==> src/rtl/sram_rr_arbiter.sv <==
// Round-robin arbiter sharing one single-port SRAM between NumReq requesters.
// Grants are combinational; responses return to the issuer exactly Latency cycles later.

module sram_rr_arbiter #(
  parameter int NumReq    = 4,
  parameter int DataWidth = 64,
  parameter int NumWords  = 1024,
  parameter int Latency   = 1,
  localparam int AddrWidth = $clog2(NumWords),
  localparam int BeWidth   = DataWidth / 8,
  localparam int IdWidth   = $clog2(NumReq)
) (
  input  logic                          clk_i,
  input  logic                          rst_i,
  input  logic [NumReq-1:0]             req_i,
  input  logic [NumReq-1:0]             we_i,
  input  logic [NumReq*AddrWidth-1:0]   addr_i,
  input  logic [NumReq*DataWidth-1:0]   wdata_i,
  input  logic [NumReq*BeWidth-1:0]     be_i,
  output logic [NumReq-1:0]             gnt_o,
  output logic [NumReq-1:0]             rvalid_o,
  output logic [DataWidth-1:0]          rdata_o,
  output logic                          sram_req_o,
  output logic                          sram_we_o,
  output logic [AddrWidth-1:0]          sram_addr_o,
  output logic [DataWidth-1:0]          sram_wdata_o,
  output logic [BeWidth-1:0]            sram_be_o,
  input  logic [DataWidth-1:0]          sram_rdata_i
);

  logic [IdWidth-1:0]              prio_q, prio_d;
  logic [NumReq-1:0]               gnt_s;
  logic [IdWidth-1:0]              gnt_id_s;
  logic                            gnt_any_s;
  logic [IdWidth:0]                scan_idx_s;
  logic [Latency-1:0]              vld_q, vld_d;
  logic [Latency-1:0]              rsp_we_q, rsp_we_d;
  logic [Latency-1:0][IdWidth-1:0] rsp_id_q, rsp_id_d;

  function automatic logic [IdWidth-1:0] wrap_inc(input logic [IdWidth-1:0] v);
    if (int'(v) == NumReq - 1) begin
      return '0;
    end else begin
      return v + IdWidth'(1);
    end
  endfunction

  // Scan upward from prio_q with wrap; the first requesting index wins.
  always_comb begin
    gnt_s      = '0;
    gnt_id_s   = '0;
    gnt_any_s  = 1'b0;
    scan_idx_s = '0;
    if (!rst_i) begin
      for (int i = 0; i < NumReq; i++) begin
        scan_idx_s = {1'b0, prio_q} + (IdWidth+1)'(i);
        if (scan_idx_s >= (IdWidth+1)'(NumReq)) begin
          scan_idx_s = scan_idx_s - (IdWidth+1)'(NumReq);
        end else begin
          scan_idx_s = scan_idx_s;
        end
        if (!gnt_any_s && req_i[scan_idx_s[IdWidth-1:0]]) begin
          gnt_any_s = 1'b1;
          gnt_id_s  = scan_idx_s[IdWidth-1:0];
        end else begin
          gnt_any_s = gnt_any_s;
        end
      end
      if (gnt_any_s) begin
        gnt_s[gnt_id_s] = 1'b1;
      end else begin
        gnt_s = '0;
      end
    end else begin
      gnt_s = '0;
    end
  end

  assign gnt_o = gnt_s;

  // Priority rotates to the index just after the winner.
  always_comb begin
    prio_d = prio_q;
    if (gnt_any_s) begin
      prio_d = wrap_inc(gnt_id_s);
    end else begin
      prio_d = prio_q;
    end
  end

  // Forward the granted request to the SRAM; everything is zero when idle.
  always_comb begin
    sram_req_o   = 1'b0;
    sram_we_o    = 1'b0;
    sram_addr_o  = '0;
    sram_wdata_o = '0;
    sram_be_o    = '0;
    if (gnt_any_s) begin
      sram_req_o   = 1'b1;
      sram_we_o    = we_i[gnt_id_s];
      sram_addr_o  = addr_i[int'(gnt_id_s)*AddrWidth +: AddrWidth];
      sram_wdata_o = wdata_i[int'(gnt_id_s)*DataWidth +: DataWidth];
      sram_be_o    = be_i[int'(gnt_id_s)*BeWidth +: BeWidth];
    end else begin
      sram_req_o   = 1'b0;
    end
  end

  // Response tag pipeline: stage 0 captures the grant, the last stage emerges.
  always_comb begin
    vld_d       = vld_q;
    rsp_we_d    = rsp_we_q;
    rsp_id_d    = rsp_id_q;
    vld_d[0]    = gnt_any_s;
    rsp_we_d[0] = gnt_any_s & we_i[gnt_id_s];
    rsp_id_d[0] = gnt_id_s;
    for (int s = 1; s < Latency; s++) begin
      vld_d[s]    = vld_q[s-1];
      rsp_we_d[s] = rsp_we_q[s-1];
      rsp_id_d[s] = rsp_id_q[s-1];
    end
  end

  // State registers with synchronous reset; in-flight responses are dropped.
  always_ff @(posedge clk_i) begin
    if (rst_i) begin
      prio_q   <= '0;
      vld_q    <= '0;
      rsp_we_q <= '0;
      rsp_id_q <= '0;
    end else begin
      prio_q   <= prio_d;
      vld_q    <= vld_d;
      rsp_we_q <= rsp_we_d;
      rsp_id_q <= rsp_id_d;
    end
  end

  // Route the emerging response; write acks carry zero data.
  always_comb begin
    rvalid_o = '0;
    rdata_o  = '0;
    if (!rst_i && vld_q[Latency-1]) begin
      rvalid_o[rsp_id_q[Latency-1]] = 1'b1;
      if (!rsp_we_q[Latency-1]) begin
        rdata_o = sram_rdata_i;
      end else begin
        rdata_o = '0;
      end
    end else begin
      rvalid_o = '0;
    end
  end

  sram_rr_arbiter_chk #(.NumReq(NumReq)) u_chk (
    .clk_i    (clk_i),
    .rst_i    (rst_i),
    .req_i    (req_i),
    .gnt_i    (gnt_s),
    .rvalid_i (rvalid_o)
  );

endmodule

// Protocol properties of the arbiter outputs.
module sram_rr_arbiter_chk #(
  parameter int NumReq = 4
) (
  input logic              clk_i,
  input logic              rst_i,
  input logic [NumReq-1:0] req_i,
  input logic [NumReq-1:0] gnt_i,
  input logic [NumReq-1:0] rvalid_i
);

  a_gnt_onehot0 : assert property (@(posedge clk_i) disable iff (rst_i) $onehot0(gnt_i));
  a_rvalid_onehot0 : assert property (@(posedge clk_i) disable iff (rst_i) $onehot0(rvalid_i));
  a_gnt_needs_req : assert property (@(posedge clk_i) disable iff (rst_i) ((gnt_i & ~req_i) == '0));

endmodule

==> config.mk <==
export PLATFORM = sky130hd
export DESIGN_NAME = sram_rr_arbiter
export DESIGN_NICKNAME = d
export VERILOG_FILES = /design/src/rtl/sram_rr_arbiter.sv
export SDC_FILE = /design/constraint.sdc
export NUM_CORES = 1
export LEC_CHECK = 0
export CAP_MARGIN = 20
export CORE_AREA = 2 2 216 218
export CTS_BUF_LIST = sky130_fd_sc_hd__clkbuf_4 sky130_fd_sc_hd__clkbuf_8
export DETAILED_ROUTE_END_ITERATION = 7
export DIE_AREA = 0 0 218 220
export MAX_ROUTING_LAYER = met4
export SYNTH_ARGS = -nofsm -noshare
export SYNTH_HDL_FRONTEND = slang
export SYNTH_SLANG_ARGS = --single-unit
==> constraint.sdc <==
create_clock -name clk_i -period 2.2 [get_ports clk_i]
set_input_delay 0.33 -clock clk_i [delete_from_list [all_inputs] [get_ports clk_i]]
set_output_delay 0.33 -clock clk_i [all_outputs]
set_load 0.02 [all_outputs]
# Yosys cells after proc, flatten, opt, wreduce, memory -nomap -nowiden
# Cells that the tools add are included.
# word_totals
regBits	6
input_bits	402
output_inout_bits	156
# op_classes
add_sub_neg	8
multipliers	1
muxes	48
shift	3
bitwise	1
n_eq_ne	1
magnitude_cmp	13
reduce_logical	10
# ops
op	n
$shiftx A256 B9 Y64	1
$mux W64	3
$shiftx A40 B7 Y10	1
$shiftx A32 B6 Y8	1
$mux W2	15
$lt A2 B3 Y1 const B	7
$mux W1	18
$mux W4	3
$bmux W1 S2	5
$mux W10	1
$ge A3 B3 Y1 const B	3
$mux W8	1
$sub A2 B1 Y2 const B	4
$add A2 B2 Y3 const B	2
$logic_and A1 B1 Y1	6
$mul A2 B3 Y5 const B	1
$demux W1 S2	2
$ge A2 B1 Y1 const B	2
$logic_not A1 Y1	4
$add A2 B1 Y3 const B	1
$ge A2 B3 Y1 const B	1
$add A2 B1 Y2 const B	1
$eq A2 B1 Y1 const B	1
$and A1 B1 Y1	1

# Depth between registers and ports, before layout
# depth
ltp_word	25
ltp_mapped	9
depth_no_buf	6

# Worst setup path before layout
# Ideal clock, no wire load.
# synth_timing
path_kind	input to output
startpoint	input req_i[1]
endpoint	output sram_be_o[1]
slack_ns	-0.005
arrival_ns	1.875
stages	8
path_cell_list	nor2_1 -> a21o_1 -> buf_2 -> inv_2 -> nand4_2 -> buf_2 -> mux2i_1 -> a221oi_1
# synth_via
elab_chain_cells	19
# synth_lines
item	line	text
start, declared	15	input logic [NumReq-1:0] req_i,
$bmux W1 S2	62	if (!gnt_any_s && req_i[scan_idx_s[IdWidth-1:0]]) begin
$mux W1 (not written as such)	62	
$mux W1	62	
$mux W1	54	if (!rst_i) begin
$logic_not A1 Y1	62	
$logic_and A1 B1 Y1	62	
$mux W1	62	
$mux W1	54	
[2 not listed]	-	
$mux W1	62	
$mux W1	54	
$logic_not A1 Y1	62	
$logic_and A1 B1 Y1	62	
$mux W2	62	
$mux W2 (2 in series)	54	
$shiftx A32 B6 Y8	103	sram_be_o = be_i[int'(gnt_id_s)*BeWidth +: BeWidth];
$mux W8 *	98	if (gnt_any_s) begin
end, declared	27	output logic [BeWidth-1:0] sram_be_o,
# Every way passes the cells marked *; elsewhere a longest branch is shown, timed or not. The select of a mux whose other input is x is not followed.

# Final worst setup path
# layout_timing
startpoint	register prio_q[0]
endpoint	output sram_wdata_o[36]
# layout_via
elab_chain_cells	22
# layout_lines
item	line	text
start, declared	31	logic [IdWidth-1:0] prio_q, prio_d;
start signal, assigned	132	prio_q <= prio_d;
$ge A2 B3 Y1 or $sub A2 B1 Y2 (tied branches)	57, 58	
$mux W2	57	if (scan_idx_s >= (IdWidth+1)'(NumReq)) begin
$mux W2	54	
$bmux W1 S2	62	
$mux W1 (not written as such)	62	
$mux W1	62	
$mux W1	54	
$logic_not A1 Y1	62	
[5 not listed]	-	
$mux W1	62	
$mux W1	54	
$logic_not A1 Y1	62	
$logic_and A1 B1 Y1	62	
$mux W2	62	
$mux W2 (2 in series)	54	
$shiftx A256 B9 Y64	102	sram_wdata_o = wdata_i[int'(gnt_id_s)*DataWidth +: DataWidth];
$mux W64 *	98	
end, declared	26	output logic [DataWidth-1:0] sram_wdata_o,
# Marked as above.

==> out/metrics.yaml <==
worst_setup_path:
  cp_cell_sequence: "nor2b_4, o32ai_4, or2_4, bufbuf_16, a221oi_4, buf_6"
  arrival_ps: 2120
  critPathMaxStageDelay_ps: 380
  crit_slowest_cell: "or2_4"
  worst-path-buf-inv: 2
  cp_top_family: "simple AND/OR/NAND/NOR gates"
  worstPathRequired_ps: 1870
  critPathMaxFanout: 8
  worstSetupEndpointType: "output port"
  cp-start-kind: "register"
  worstSetupPathType: "reg -> out"
power:
  leakagePower_nw: 5.38
  p_per_area_mw_per_mm2: 374
  vdd_drop_max_uv: 180
  power_w: 0.00455
global_routing:
  grt-ovfl-total: 0
  grt_pass1_wl_mm: 43.4
  global_route.usage.total: 0.126
  grt_start_max_net_pins: 49
  grt_pass1_vias: 6985
  antenna_found_initial: 1
final_layout:
  register_area_um2: 125
  fin_area_mm2: 0.0122
  final_nets: 1529
  multi_input_area_mm2: 0.00413
  antennaDiodeCount: 0
  syn_to_final_growth_pct: 227
  fillers: 4918
  drive_gt1_frac: 0.352
drt:
  drc: 0
  via_count: 6785
  drt_iter0_markers: 185
  postRouteAntennaNets: 0
  avgRoutedWirePerCell_um: 19.6
  wl_mm: 34.0
  vias_per_cell: 3.92
  detail_route.first_pass.iterations: 4
clock_tree:
  clock_latency_ps: 230
  clkTransAtPathRegs_ps: 40
  cts_tree: "done"
  cts_sinks: 6
  cts_made_buffers: 3
  root_buffer: "clkbuf_8"
  holdBufCountCts: 0
  clockBufferDepth: 2
  h-tree-depth: 1
floorplanning:
  initial_core_util: 0.0812
  rows: 79
  die_w_um: 218
  dieHeight_um: 220
  core_mm2: 0.0459
  dieArea_mm2: 0.0480
  pin_count: 558
outcome:
  status: "complete, but fails checks"
  failed_checks: "setup timing"
sta:
  slew_headroom: 0.694
  rsz0062_at_grt: "true"
  layout_setup_ws_ps: -246
  fmax_mhz: 409
  hold_viol_final: 0
  fin_crit_sh: 1.11
  clock_skew_ps: 2.11
  hold_slack_ps: 567
  final-setup-viol-count: 84
  drv_slew: 0
  min_period_ps: 2450
  worst_slew_pin_slew_ps: 459
logic_synthesis:
  ys_types: 31
  avgSynthCellArea_um2: 7.39
  ys.flop_type: "dfxtp_1"
  async_flop_share: 0
  yosysWarnings: 0
  synthCells: 504
  synth_edf_count: 0
  synth_nets: 906
  yosysSeqAreaShare: 0.0323
  synth-seq-cells: 6
  syn_area_mm2: 0.00372
placed_design:
  dp_slack_ps: -1120
  routabilityCongestion: 0.873
  dpl_cell_area_mm2: 0.0107
  hpwl_mm: 24.3
  portBuffers: 557
job:
  max_cap_viol_count: 0
hold_path:
  holdCritPathClass: "in -> reg"
synth_stat cells (3+ instances only):
cell,n,area [um2]
and2_1,64,400
dfxtp_1,6,120
nand2_1,84,315
buf_4,8,60.1
buf_2,22,110
buf_6,7,78.8
a221oi_1,35,307
a21oi_1,83,415
clkbuf_1,26,97.6
a221oi_2,49,736
mux2i_1,83,831
nor2b_1,3,18.8
nor2_1,9,33.8
stage by stage:
| step | setup TNS (ps) | utilization | instances |
|---|---|---|---|
| after floorplan | -30.7 | - | 504 |
| after global placement | -109370 | 0.234 | 1684 |
| after detailed placement | -110610 | 0.234 | 1684 |
| after CTS | -19560 | 0.253 | 1720 |
| after global routing | -22320 | 0.266 | 1732 |
| final | -15440 | 0.266 | 1732 |
routing by layer:
metal  vias to the layer above  GRT usage  routed length [um]  share of wire
met5                         -          -                   0              0
met4                         0     0.0358                 993          0.029
met3                        41     0.0177                2410          0.071
met2                       416      0.232               17300           0.51
met1                      3174      0.141               13300           0.39
li1                       3154          -                   -              -
final timing paths:
path / from / end / slack, ps / cells past startpoint
setup reg to reg: prio_q[0]$_SDFFE_PP0P_ / rsp_we_q$_SDFF_PP0_ / 150 / 10
hold / removal: rst_i / prio_q[0]$_SDFFE_PP0P_ / 570 / 3
setup / recovery: prio_q[0]$_SDFFE_PP0P_ / sram_wdata_o[36] / -250 / 6
hold reg to reg: prio_q[0]$_SDFFE_PP0P_ / prio_q[1]$_SDFFE_PP0P_ / 630 / 3
cell usage in the layout, fill, tap and decap left out, types with 6 or more instances in the layout:
cell type and n:
nor2_1 7, nand2_2 19, a221oi_4 18, nand2_1 30, buf_16 10, clkdlybuf4s50_1 398, nand2_4 33, dlygate4sd2_1 54
buf_12 35, and2_1 64, buf_6 41, a221oi_2 66, buf_4 120, mux2i_1 81, clkbuf_2 6, a21oi_1 77
state kept, by name, summed over array words and instances, names as in the netlist:
signal / count
prio_q: 2
rsp_id_q: 2
vld_q: 1
rsp_we_q: 1
repair_timing:
item                       in CTS  in global routing
buffers inserted               21                  9
hold endpoints to repair        0                  0
pin swaps                      52                 65
gates resized for setup       622                104
setup endpoints to repair     151                 96
gates cloned                   12                  5
tightest hold or removal path, stage by stage:
cell and delay, ps:
dlygate4sd2_1 230, buf_4 150, nor2_1 40
cell families (layout without fill, tap and decap cells):
logic type,count (synthesis),in the layout,share of synthesized area
buffers and inverters,67,688,0.0971
muxes,83,83,0.223
AOI/OAI and AO/OA,173,173,0.410
and+or+nand+nor,175,175,0.238
DFF,6,6,0.0323
report_power, final:
part / switching [W] / internal (W) / total, W
clock network: 0.0000496 / 0.000118 / 0.000167
logic: 0.00198 / 0.00226 / 0.00425
registers: 0.0000137 / 0.000122 / 0.000136
final cells by class:
class	instances	area share
well taps	607	0.0624
multi-input cells	431	0.339
repair buffers	681	0.583
flip-flops and latches	6	0.0103
inverters	4	0.00123
clock buffers	3	0.00339
(Power assumes the default switching activity.)
